==> src/rtl/q_pkg.sv <==
// Shared sizing helper and reset levels for the relay pipe.
package q_pkg;

    localparam logic Q_V_RST = 1'b0;
    localparam logic Q_B_RST = 1'b1;

    // Bits needed to hold values 0..n-1 (n >= 2).
    function automatic int clog2(input int n);
        int r;
        int v;
        r = 0;
        v = n - 1;
        while (v > 0) begin
            r++;
            v = v >> 1;
        end
        return r;
    endfunction

endpackage

==> src/rtl/q_relay_stage.sv <==
// One relay stage: SLOTS-deep circular buffer with registered valid/back-pressure.
module q_relay_stage
    import q_pkg::*;
#(
    parameter int WIDTH = 16,
    parameter int SLOTS = 3
) (
    input  logic             clock,
    input  logic             reset,
    input  logic [WIDTH-1:0] src_d,
    input  logic             src_v,
    output logic             src_b,
    output logic [WIDTH-1:0] snk_d,
    output logic             snk_v,
    input  logic             snk_b,
    output logic             empty,
    output logic             err
);

    localparam int PW = clog2(SLOTS);
    localparam int OW = clog2(SLOTS + 1);
    localparam logic [OW-1:0] FULL   = OW'(SLOTS);
    localparam logic [OW-1:0] ALMOST = OW'(SLOTS - 1);
    localparam logic [PW-1:0] LAST   = PW'(SLOTS - 1);

    logic [WIDTH-1:0] mem [SLOTS];
    logic [OW-1:0]    occ;
    logic [OW-1:0]    occ_next;
    logic [PW-1:0]    rd;
    logic [PW-1:0]    wr;
    logic             ib_q;
    logic             ob_q;
    logic             err_q;
    logic             pop;
    logic             push;
    logic             drop;

    always_comb begin
        pop      = (occ != '0) && !ob_q;
        drop     = src_v && (occ == FULL) && !pop;
        push     = src_v && !drop;
        occ_next = occ;
        if (push && !pop) begin
            occ_next = occ + 1'b1;
        end else if (pop && !push) begin
            occ_next = occ - 1'b1;
        end
    end

    always_ff @(posedge clock) begin
        if (reset) begin
            occ   <= '0;
            rd    <= '0;
            wr    <= '0;
            err_q <= 1'b0;
            ib_q  <= Q_B_RST;
            ob_q  <= Q_B_RST;
        end else begin
            ob_q <= snk_b;
            occ  <= occ_next;
            ib_q <= (occ_next >= ALMOST);
            if (push) begin
                wr <= (wr == LAST) ? '0 : wr + 1'b1;
            end
            if (pop) begin
                rd <= (rd == LAST) ? '0 : rd + 1'b1;
            end
            if (drop) begin
                err_q <= 1'b1;
            end
        end
    end

    // Storage is deliberately left unreset; contents only matter while occupied.
    always_ff @(posedge clock) begin
        if (push && !reset) begin
            mem[wr] <= src_d;
        end
    end

    assign snk_v = (occ == '0) ? Q_V_RST : !ob_q;
    assign snk_d = mem[rd];
    assign src_b = ib_q;
    assign empty = (occ == '0);
    assign err   = err_q;

endmodule

==> src/rtl/q_relay_pipe.sv <==
// Pipelined d/v/b stream link made of DEPTH chained relay stages.
module q_relay_pipe
    import q_pkg::*;
#(
    parameter int DEPTH = 1,
    parameter int WIDTH = 16,
    parameter int SLOTS = 3
) (
    input  logic             clock,
    input  logic             reset,
    input  logic [WIDTH-1:0] i_d,
    input  logic             i_v,
    output logic             i_b,
    output logic [WIDTH-1:0] o_d,
    output logic             o_v,
    input  logic             o_b,
    output logic             o_empty,
    output logic             o_err
);

    logic [DEPTH:0][WIDTH-1:0] d;
    logic [DEPTH:0]            v;
    logic [DEPTH:0]            b;
    logic [DEPTH-1:0]          empty;
    logic [DEPTH-1:0]          err;

    assign d[0]     = i_d;
    assign v[0]     = i_v;
    assign i_b      = b[0];
    assign o_d      = d[DEPTH];
    assign o_v      = v[DEPTH];
    assign b[DEPTH] = o_b;

    for (genvar k = 0; k < DEPTH; k++) begin : g_stage
        q_relay_stage #(
            .WIDTH(WIDTH),
            .SLOTS(SLOTS)
        ) u_stage (
            .clock(clock),
            .reset(reset),
            .src_d(d[k]),
            .src_v(v[k]),
            .src_b(b[k]),
            .snk_d(d[k+1]),
            .snk_v(v[k+1]),
            .snk_b(b[k+1]),
            .empty(empty[k]),
            .err  (err[k])
        );
    end

    assign o_empty = &empty;
    assign o_err   = |err;

endmodule

==> config.mk <==
export PLATFORM = sky130hd
export DESIGN_NAME = q_relay_pipe
export DESIGN_NICKNAME = d
export VERILOG_FILES = /design/src/rtl/q_pkg.sv /design/src/rtl/q_relay_stage.sv /design/src/rtl/q_relay_pipe.sv
export SDC_FILE = /design/constraint.sdc
export NUM_CORES = 1
export LEC_CHECK = 0
export CORE_MARGIN = 2
export CORE_UTILIZATION = 40
export CTS_BUF_LIST = sky130_fd_sc_hd__clkbuf_8
export DETAILED_ROUTE_END_ITERATION = 10
export PLACE_DENSITY = 0.73
export SYNTH_ARGS = -nofsm -noshare
export SYNTH_HDL_FRONTEND = slang
export SYNTH_SLANG_ARGS = --single-unit
==> constraint.sdc <==
create_clock -name clock -period 4.6 [get_ports clock]
set_input_delay 0.46 -clock clock [delete_from_list [all_inputs] [get_ports clock]]
set_output_delay 0.46 -clock clock [all_outputs]
set_load 0.02 [all_outputs]
=== Word-level counts from Yosys, hierarchy flattened ===
Memory sizes are Yosys's and may differ from the RTL's. A register that Yosys moved wholly into a read port is not among the register bits.
Cells that the tools add are included.

* RAM bits: 48
* Register bits after elaboration: 9
* Input bits: 20
* Logic and storage cells: 38
* Memories kept: 1

* Reductions and logical operators: 14
* Mux-type cells: 9
* Equal/unequal tests: 3
* Magnitude comparators: 1
* Add/sub/neg operators: 4

{| class="wikitable"
|+ Memory list
! name !! depth !! bits a word !! rd ports !! clocked after memory_dff !! wr ports !! line !! text
|-
| g_stage[0].u_stage.mem || 3 || 16 || 1 || 1 || 1 || q_relay_stage.sv:26 || <nowiki>logic [WIDTH-1:0] mem [SLOTS];</nowiki>
|}

{| class="wikitable"
|+ Operator list
! operator !! number
|-
| 2-bit two-way mux || 6
|-
| 1-bit logical AND || 7
|-
| 2-bit by 1-bit adder with 2-bit output, second input constant || 3
|-
| 2-bit equality test, second input constant || 3
|-
| 1-bit zero test || 5
|-
| 1-bit two-way mux || 3
|-
| 2-bit greater-or-equal comparator, second input constant || 1
|-
| 2-bit zero test || 1
|-
| 2-bit nonzero test || 1
|-
| 2-bit by 1-bit subtractor with 2-bit output, second input constant || 1
|}

=== Depth between registers and ports, before layout ===
Gate-level depths: netlist (run 1).

* Depth after elaboration: 11
* Gate-level depth with buffers: 7
* Mapped depth without buffers: 6

=== Least setup slack after synthesis (run 1) ===
OpenSTA, ideal clock, no wires.

* Path type: flip-flop to flip-flop
* Start: reg g_stage[0].u_stage.occ[1]
* End: mem g_stage[0].u_stage.mem[2][0], enable pin
* Arrival time: 2.903 ns
* Path slack: 1.261 ns
* Path buffers: 0
* Stages on the path, launching flop included: 6
* Period minus slack after synthesis: 3.339 ns
* Path through: dfxtp_1 > inv_1 > ha_1 > o21ai_0 > nand2_1 > nor4b_1

* Longest elaborated chain between the ends: 9
* Elaborated cells on any way between the ends: 11

{| class="wikitable"
|+ RTL lines
! element !! line !! text
|-
| start, declared || q_relay_stage.sv:27 || <nowiki>logic [OW-1:0] occ;</nowiki>
|-
| start signal, assigned || q_relay_stage.sv:60 || <nowiki>occ <= occ_next;</nowiki>
|-
| 2-bit nonzero test || q_relay_stage.sv:39 || <nowiki>pop = (occ != '0) && !ob_q;</nowiki>
|-
| 1-bit logical AND || q_relay_stage.sv:39 ||
|-
| 1-bit zero test || q_relay_stage.sv:40 || <nowiki>drop = src_v && (occ == FULL) && !pop;</nowiki>
|-
| 1-bit logical AND (*) || q_relay_stage.sv:40 ||
|-
| 1-bit zero test (*) || q_relay_stage.sv:41 || <nowiki>push = src_v && !drop;</nowiki>
|-
| 1-bit logical AND (*) || q_relay_stage.sv:41 ||
|-
| 1-bit logical AND (*) || q_relay_stage.sv:76 || <nowiki>if (push && !reset) begin</nowiki>
|-
| 1-bit two-way mux (*) || q_relay_stage.sv:76 ||
|-
| 1-bit two-way mux (implied by the code) (*) || q_relay_stage.sv:77 || <nowiki>mem[wr] <= src_d;</nowiki>
|-
| end, declared || q_relay_stage.sv:26 ||
|}

Mark *: on every way between the ends. The rest lies on a longest branch, timed or not.

==> metrics.yaml, run 1 <==
status: "finished clean"
start_util_pct: 41.4
wl_met3_um: 147
postCtsSetupBuffers: 0
cts_tree: "yes"
drt_pass1_iterations: 4
slowest_delay_ns: 0.92
antenna_left: 0
period_share_pct: 60.5
finalSetupViolations: 0
antenna_found_initial: 0
hold_violations: 0
routed_wl_mm: 3.84
overflow: 0
cp-end-kind: "output pin"
drive_gt1_share_pct: 10.8
fin_crit_ns: 2.78
slowest_stage: "dfxtp_1"
postCtsResizedCells: 0
max_freq_mhz: 359
area_growth_syn_to_layout_pct: 26.7
portBuffers: 39
path_clk_slew_ns: 0.06
place_congestion: 0.755
rsz0062_at_grt: "false"
start_kind: "flop"
tns_ns: 0
die_h_um: 79.5
htreeDepth: 3
drt-vias-per-instance: 4.82
root_buffer: "clkbuf_8"
relSlewSlack_pct: 38.4
route.met2.wl_mm: 1.93
finalPower_mw: 1.12
io_pins: 40
numClockSinks: 59
path_cells: "mux2i_1 > o21ai_0 > clkdlybuf4s50_1"
drv_slew: 0
clock_skew_ns: 0.00710
worstSetupPathType: "flop to output pin"
numCtsBuffers: 9
clk_latency_ns: 0.32
grt_pass1_vias: 1346
grt_usage_pct: 13.5
core_um2: 5510
wl_per_cell_um: 14.0
rrSetupSlack_ns: 2.41
cellPowerDensity_nw_per_um2: 387
yosys_warnings: 0
fillerInstances: 452
synth-seq-cells: 59
hpwl_mm: 2.47
synth_area_leader_cell: "edfxtp_1"
ctsHoldBuffers: 0
drt_iter0_markers: 58
yosysUniqueCellTypes: 30
syn-num-nets: 176
synth_top_area_share_pct: 63.3
num_vias: 1325
grt_max_degree: 33
avgSynthCellArea_um2: 14.8
worstPathArrival_ns: 2.32
critPathMaxFanout: 16
drc: 0
hold_path.class: "flop to flop"
n_antenna_cell: 0
yosysSeqAreaShare_pct: 72.9
wl_met1_mm: 1.70
die_x_um: 79.5
path_delay_family: "flip-flops"
top_layer_used: "met4"
grt_pass1_wl_mm: 6.15
power_leakage_nw: 0.943
clk_path_buf_depth: 2
die_area_um2: 6320
ir_drop_mv: 0.208
cp_num_buf_inv: 1
crit_required_ns: 4.14
synth_area_leaders: "edfxtp_1 63%, dfxtp_1 9.7%, mux2i_1 7.5%"
synth_area_um2: 2280
syn_inst: 154
maxCapViolCount: 0
worstMarginPinSlew_ns: 0.922
fin_nets: 220
fp-row-count: 27
## cell type report
| class | count | area, um^2 | area share [%] |
|---|---|---|---|
| Multi-Input combinational cell | 83 | 563 | 19.5 |
| Clock buffer | 9 | 124 | 4.29 |
| Inverter | 4 | 15.0 | 0.520 |
| Sequential cell | 59 | 1660 | 57.5 |
| Timing Repair Buffer | 41 | 405 | 14.0 |
| Clock inverter | 7 | 28.8 | 0.997 |
| Tap cell | 72 | 90.1 | 3.12 |
## metal layers
| layer | track usage, % | vias to the layer above |
|---|---|---|
| li1 | - | 661 |
| met1 | 14.8 | 630 |
| met2 | 22.8 | 29 |
| met5 | 0 | - |
| met4 | 9.31 | 0 |
| met3 | 3.51 | 5 |
## cells in the mapped netlist, drive strengths merged
cell	n
edfxtp	48
nand2	20
o21ai	18
mux2i	17
dfxtp	11
buf	5
nor2	5
inv	4
a21oi	3
clkbuf	3
nor3	3
ha	2
nand3b	2
or2	2
a2111oi	1
a211oi	1
a311oi	1
a31o	1
a31oi	1
a41oi	1
and3	1
mux2	1
nor4	1
nor4b	1
o21ba	1
## through the flow
stage	std cells	utilization [%]	setup slack (ns)	hold slack (ns)	instance area (um^2)
after floorplan	154	-	1.26	0.455	2280
after CTS	275	52.4	1.74	0.481	2890
after global routing	275	52.4	1.66	0.510	2890
final	275	52.4	1.82	0.476	2890
after global placement	259	49.7	2.13	0.468	2740
after detailed placement	259	49.7	2.11	0.466	2740
## flip-flops by register name, summed over array words and instances (netlist names), named ones only
| signal | cells |
|---|---|
| g_stage.u_stage.mem | 48 |
| g_stage.u_stage.occ | 2 |
| g_stage.u_stage.rd | 2 |
| g_stage.u_stage.wr | 2 |
| g_stage.u_stage.err | 1 |
| g_stage.u_stage.ob_q | 1 |
| g_stage.u_stage.src_b | 1 |
## layout by cell type (no fill, tap or decap), types with 2 or more instances in the layout
cell	netlist	routed
o21ai_0	17	17
edfxtp_1	48	48
mux2i_1	17	17
dfxtp_1	11	11
clkdlybuf4s50_1	0	39
buf_4	1	2
clkbuf_8	0	9
nand3b_1	2	2
clkinv_2	0	2
nor3_1	3	3
inv_1	3	6
a21oi_1	3	3
ha_1	2	2
nand2_1	20	20
nor2_1	5	5
clkinv_1	0	2
## tightest hold or removal path: cells and delay by family, from the launching register on
family	cells	cell delay [ns]
AOI/OAI and AO/OA	1	0.04
and+or+nand+nor	1	0.07
DFF	1	0.33
## where the power goes
part	switching (mW)	total (mW)	internal (mW)
combinational	0.0690	0.138	0.0691
clock	0.179	0.363	0.184
sequential	0.0155	0.617	0.601
## cell families after synthesis
group	Yosys count	share of synthesized area [%]
adder cells (fa/ha/maj)	2	1.10
multiplexers	18	7.96
flip-flops	59	72.9
AND/OR/NAND/NOR	35	6.92
buffers and inverters	12	2.64
AO/OA/AOI/OAI	28	8.46
## path summary, 6_finish.rpt
kind | start | end | cells after the start
max reg2reg | g_stage[0].u_stage.occ[1] | g_stage[0].u_stage.mem[0][5] | 4
min reg2reg | g_stage[0].u_stage.err | g_stage[0].u_stage.err | 2
max | flop | o_d[6] | 3
min | g_stage[0].u_stage.err | g_stage[0].u_stage.err | 2
Power figures use the tool's default switching activity.
==> inputs of run 2 (changes only) <==
--- a/config.mk
+++ b/config.mk
@@ -9,7 +9,7 @@
 export CORE_UTILIZATION = 40
 export CTS_BUF_LIST = sky130_fd_sc_hd__clkbuf_8
 export DETAILED_ROUTE_END_ITERATION = 10
-export PLACE_DENSITY = 0.73
+export PLACE_DENSITY = 0.76
 export SYNTH_ARGS = -nofsm -noshare
 export SYNTH_HDL_FRONTEND = slang
 export SYNTH_SLANG_ARGS = --single-unit
==> constraint.sdc (replaced) <==
create_clock -name clock -period 2.31 [get_ports clock]
set_input_delay 0.231 -clock clock [delete_from_list [all_inputs] [get_ports clock]]
set_output_delay 0.231 -clock clock [all_outputs]
set_load 0.02 [all_outputs]
==> metrics.yaml, run 2 (synthesis results as in run 1) <==
period_share_pct: 94.1
antenna_found_initial: 0
cp-end-kind: "output pin"
cellPowerDensity_nw_per_um2: 776
place_congestion: 0.890
crit_required_ns: 2.08
drt-vias-per-instance: 4.88
cts_tree: "yes"
critPathMaxFanout: 11
power_leakage_nw: 0.997
max_freq_mhz: 460
hpwl_mm: 2.71
clk_path_buf_depth: 2
ctsHoldBuffers: 0
final_common_cell: "edfxtp_1"
path_clk_slew_ns: 0.06
relSlewSlack_pct: 68.7
grt_max_degree: 18
core_um2: 5510
path_delay_family: "buffers and inverters"
final_cell_mix: "48 x edfxtp_1, 38 x clkdlybuf4s50_1, 20 x nand2_1"
start_kind: "flop"
fillerInstances: 438
hold_violations: 0
grt_usage_pct: 14.0
drc: 0
htreeDepth: 3
n_antenna_cell: 0
top_register: "g_stage.u_stage.mem"
slowest_delay_ns: 0.67
path_cells: "buf_4 > mux2i_1 > o21ai_0 > clkdlybuf4s50_1"
cp_num_buf_inv: 2
drt_iter0_markers: 71
maxCapViolCount: 0
drt_pass1_iterations: 4
finalPower_mw: 2.30
postCtsResizedCells: 2
tns_ns: 0
numCtsBuffers: 9
post-route-util_pct: 54.0
fin_crit_ns: 2.17
start_util_pct: 41.4
clk_latency_ns: 0.33
grt_pass1_vias: 1359
worstPathArrival_ns: 1.94
fin_nets: 227
grt_pass1_wl_mm: 6.30
drv_slew: 0
io_pins: 40
numClockSinks: 59
die_x_um: 79.5
portBuffers: 39
root_buffer: "clkbuf_8"
drive_gt1_share_pct: 15.7
die_area_um2: 6320
postCtsSetupBuffers: 0
overflow: 0
area_growth_syn_to_layout_pct: 30.4
worstMarginPinSlew_ns: 0.467
antenna_left: 0
routed_wl_mm: 4.01
finalSetupViolations: 0
rsz0062_at_grt: "false"
slowest_stage: "clkdlybuf4s50_1"
worstSetupPathType: "flop to output pin"
num_vias: 1377
wl_per_cell_um: 14.2
status: "finished clean"
die_h_um: 79.5
hold_path.class: "primary input to flop"
ir_drop_mv: 0.348
largest_register_ffs: 48
clock_skew_ns: 0.00396
fp-row-count: 27
==> run 2: path summary, 6_finish.rpt <==
kind / start / end / slack [ns] / depth (start not counted)
worst max-delay path: flop / o_d[8] / 0.14 / 4
worst min-delay path: o_b / g_stage[0].u_stage.ob_q / 0.47 / 2
worst max register to register: g_stage[0].u_stage.occ[1] / g_stage[0].u_stage.mem[2][5] / 0.33 / 6
worst min register to register: g_stage[0].u_stage.err / g_stage[0].u_stage.err / 0.50 / 2
==> run 2: layout make-up <==
type / instances / area [um^2] / area share [%]
sequential: 59 / 1660 / 56.0
timing repair buffer: 48 / 457 / 15.4
multi-input combinational: 83 / 574 / 19.3
clock inverter: 5 / 21.3 / 0.716
inverter: 4 / 15.0 / 0.505
tap: 72 / 90.1 / 3.03
clock buffer: 11 / 151 / 5.09
==> run 2: routing by layer <==
| metal | share of wire, % | up-vias | wire (um) | global-route usage, % |
|---|---|---|---|---|
| li1 | - | 674 | - | - |
| met1 | 44 | 655 | 1770 | 16.7 |
| met2 | 48 | 38 | 1910 | 20.8 |
| met3 | 5.2 | 10 | 208 | 4.75 |
| met4 | 3.1 | 0 | 125 | 10.9 |
| met5 | 0 | - | 0 | 0 |
==> run 2: power by group <==
part / internal (mW) / switching, mW / leakage, nW / total, mW
combinational: 0.145 / 0.155 / 0.366 / 0.300
clock: 0.431 / 0.355 / 0.103 / 0.786
sequential: 1.20 / 0.0215 / 0.528 / 1.22
total: 1.77 / 0.531 / 0.997 / 2.30
==> run 2: per-stage QoR <==
stage | hold WS, ns | std cells | worst slack (ns) | cell area (um^2)
6_report | 0.469 | 282 | 0.137 | 2970
5_1_grt | 0.480 | 282 | 0.0449 | 2970
3_3_place_gp | 0.470 | 266 | 0.288 | 2800
3_5_place_dp | 0.483 | 266 | 0.256 | 2800
4_1_cts | 0.453 | 282 | 0.135 | 2970
2_1_floorplan | 0.330 | 154 | 0.0201 | 2290
==> inputs of run 3 (changes only) <==
--- a/config.mk
+++ b/config.mk
@@ -8,6 +8,7 @@
 export CORE_MARGIN = 2
 export CORE_UTILIZATION = 40
 export CTS_BUF_LIST = sky130_fd_sc_hd__clkbuf_8
+export CTS_CLUSTER_SIZE = 14
 export DETAILED_ROUTE_END_ITERATION = 10
 export PLACE_DENSITY = 0.76
 export SYNTH_ARGS = -nofsm -noshare
==> results of run 3 <==
Same layout as run 2: the final DEF is identical, and so are final timing and power.
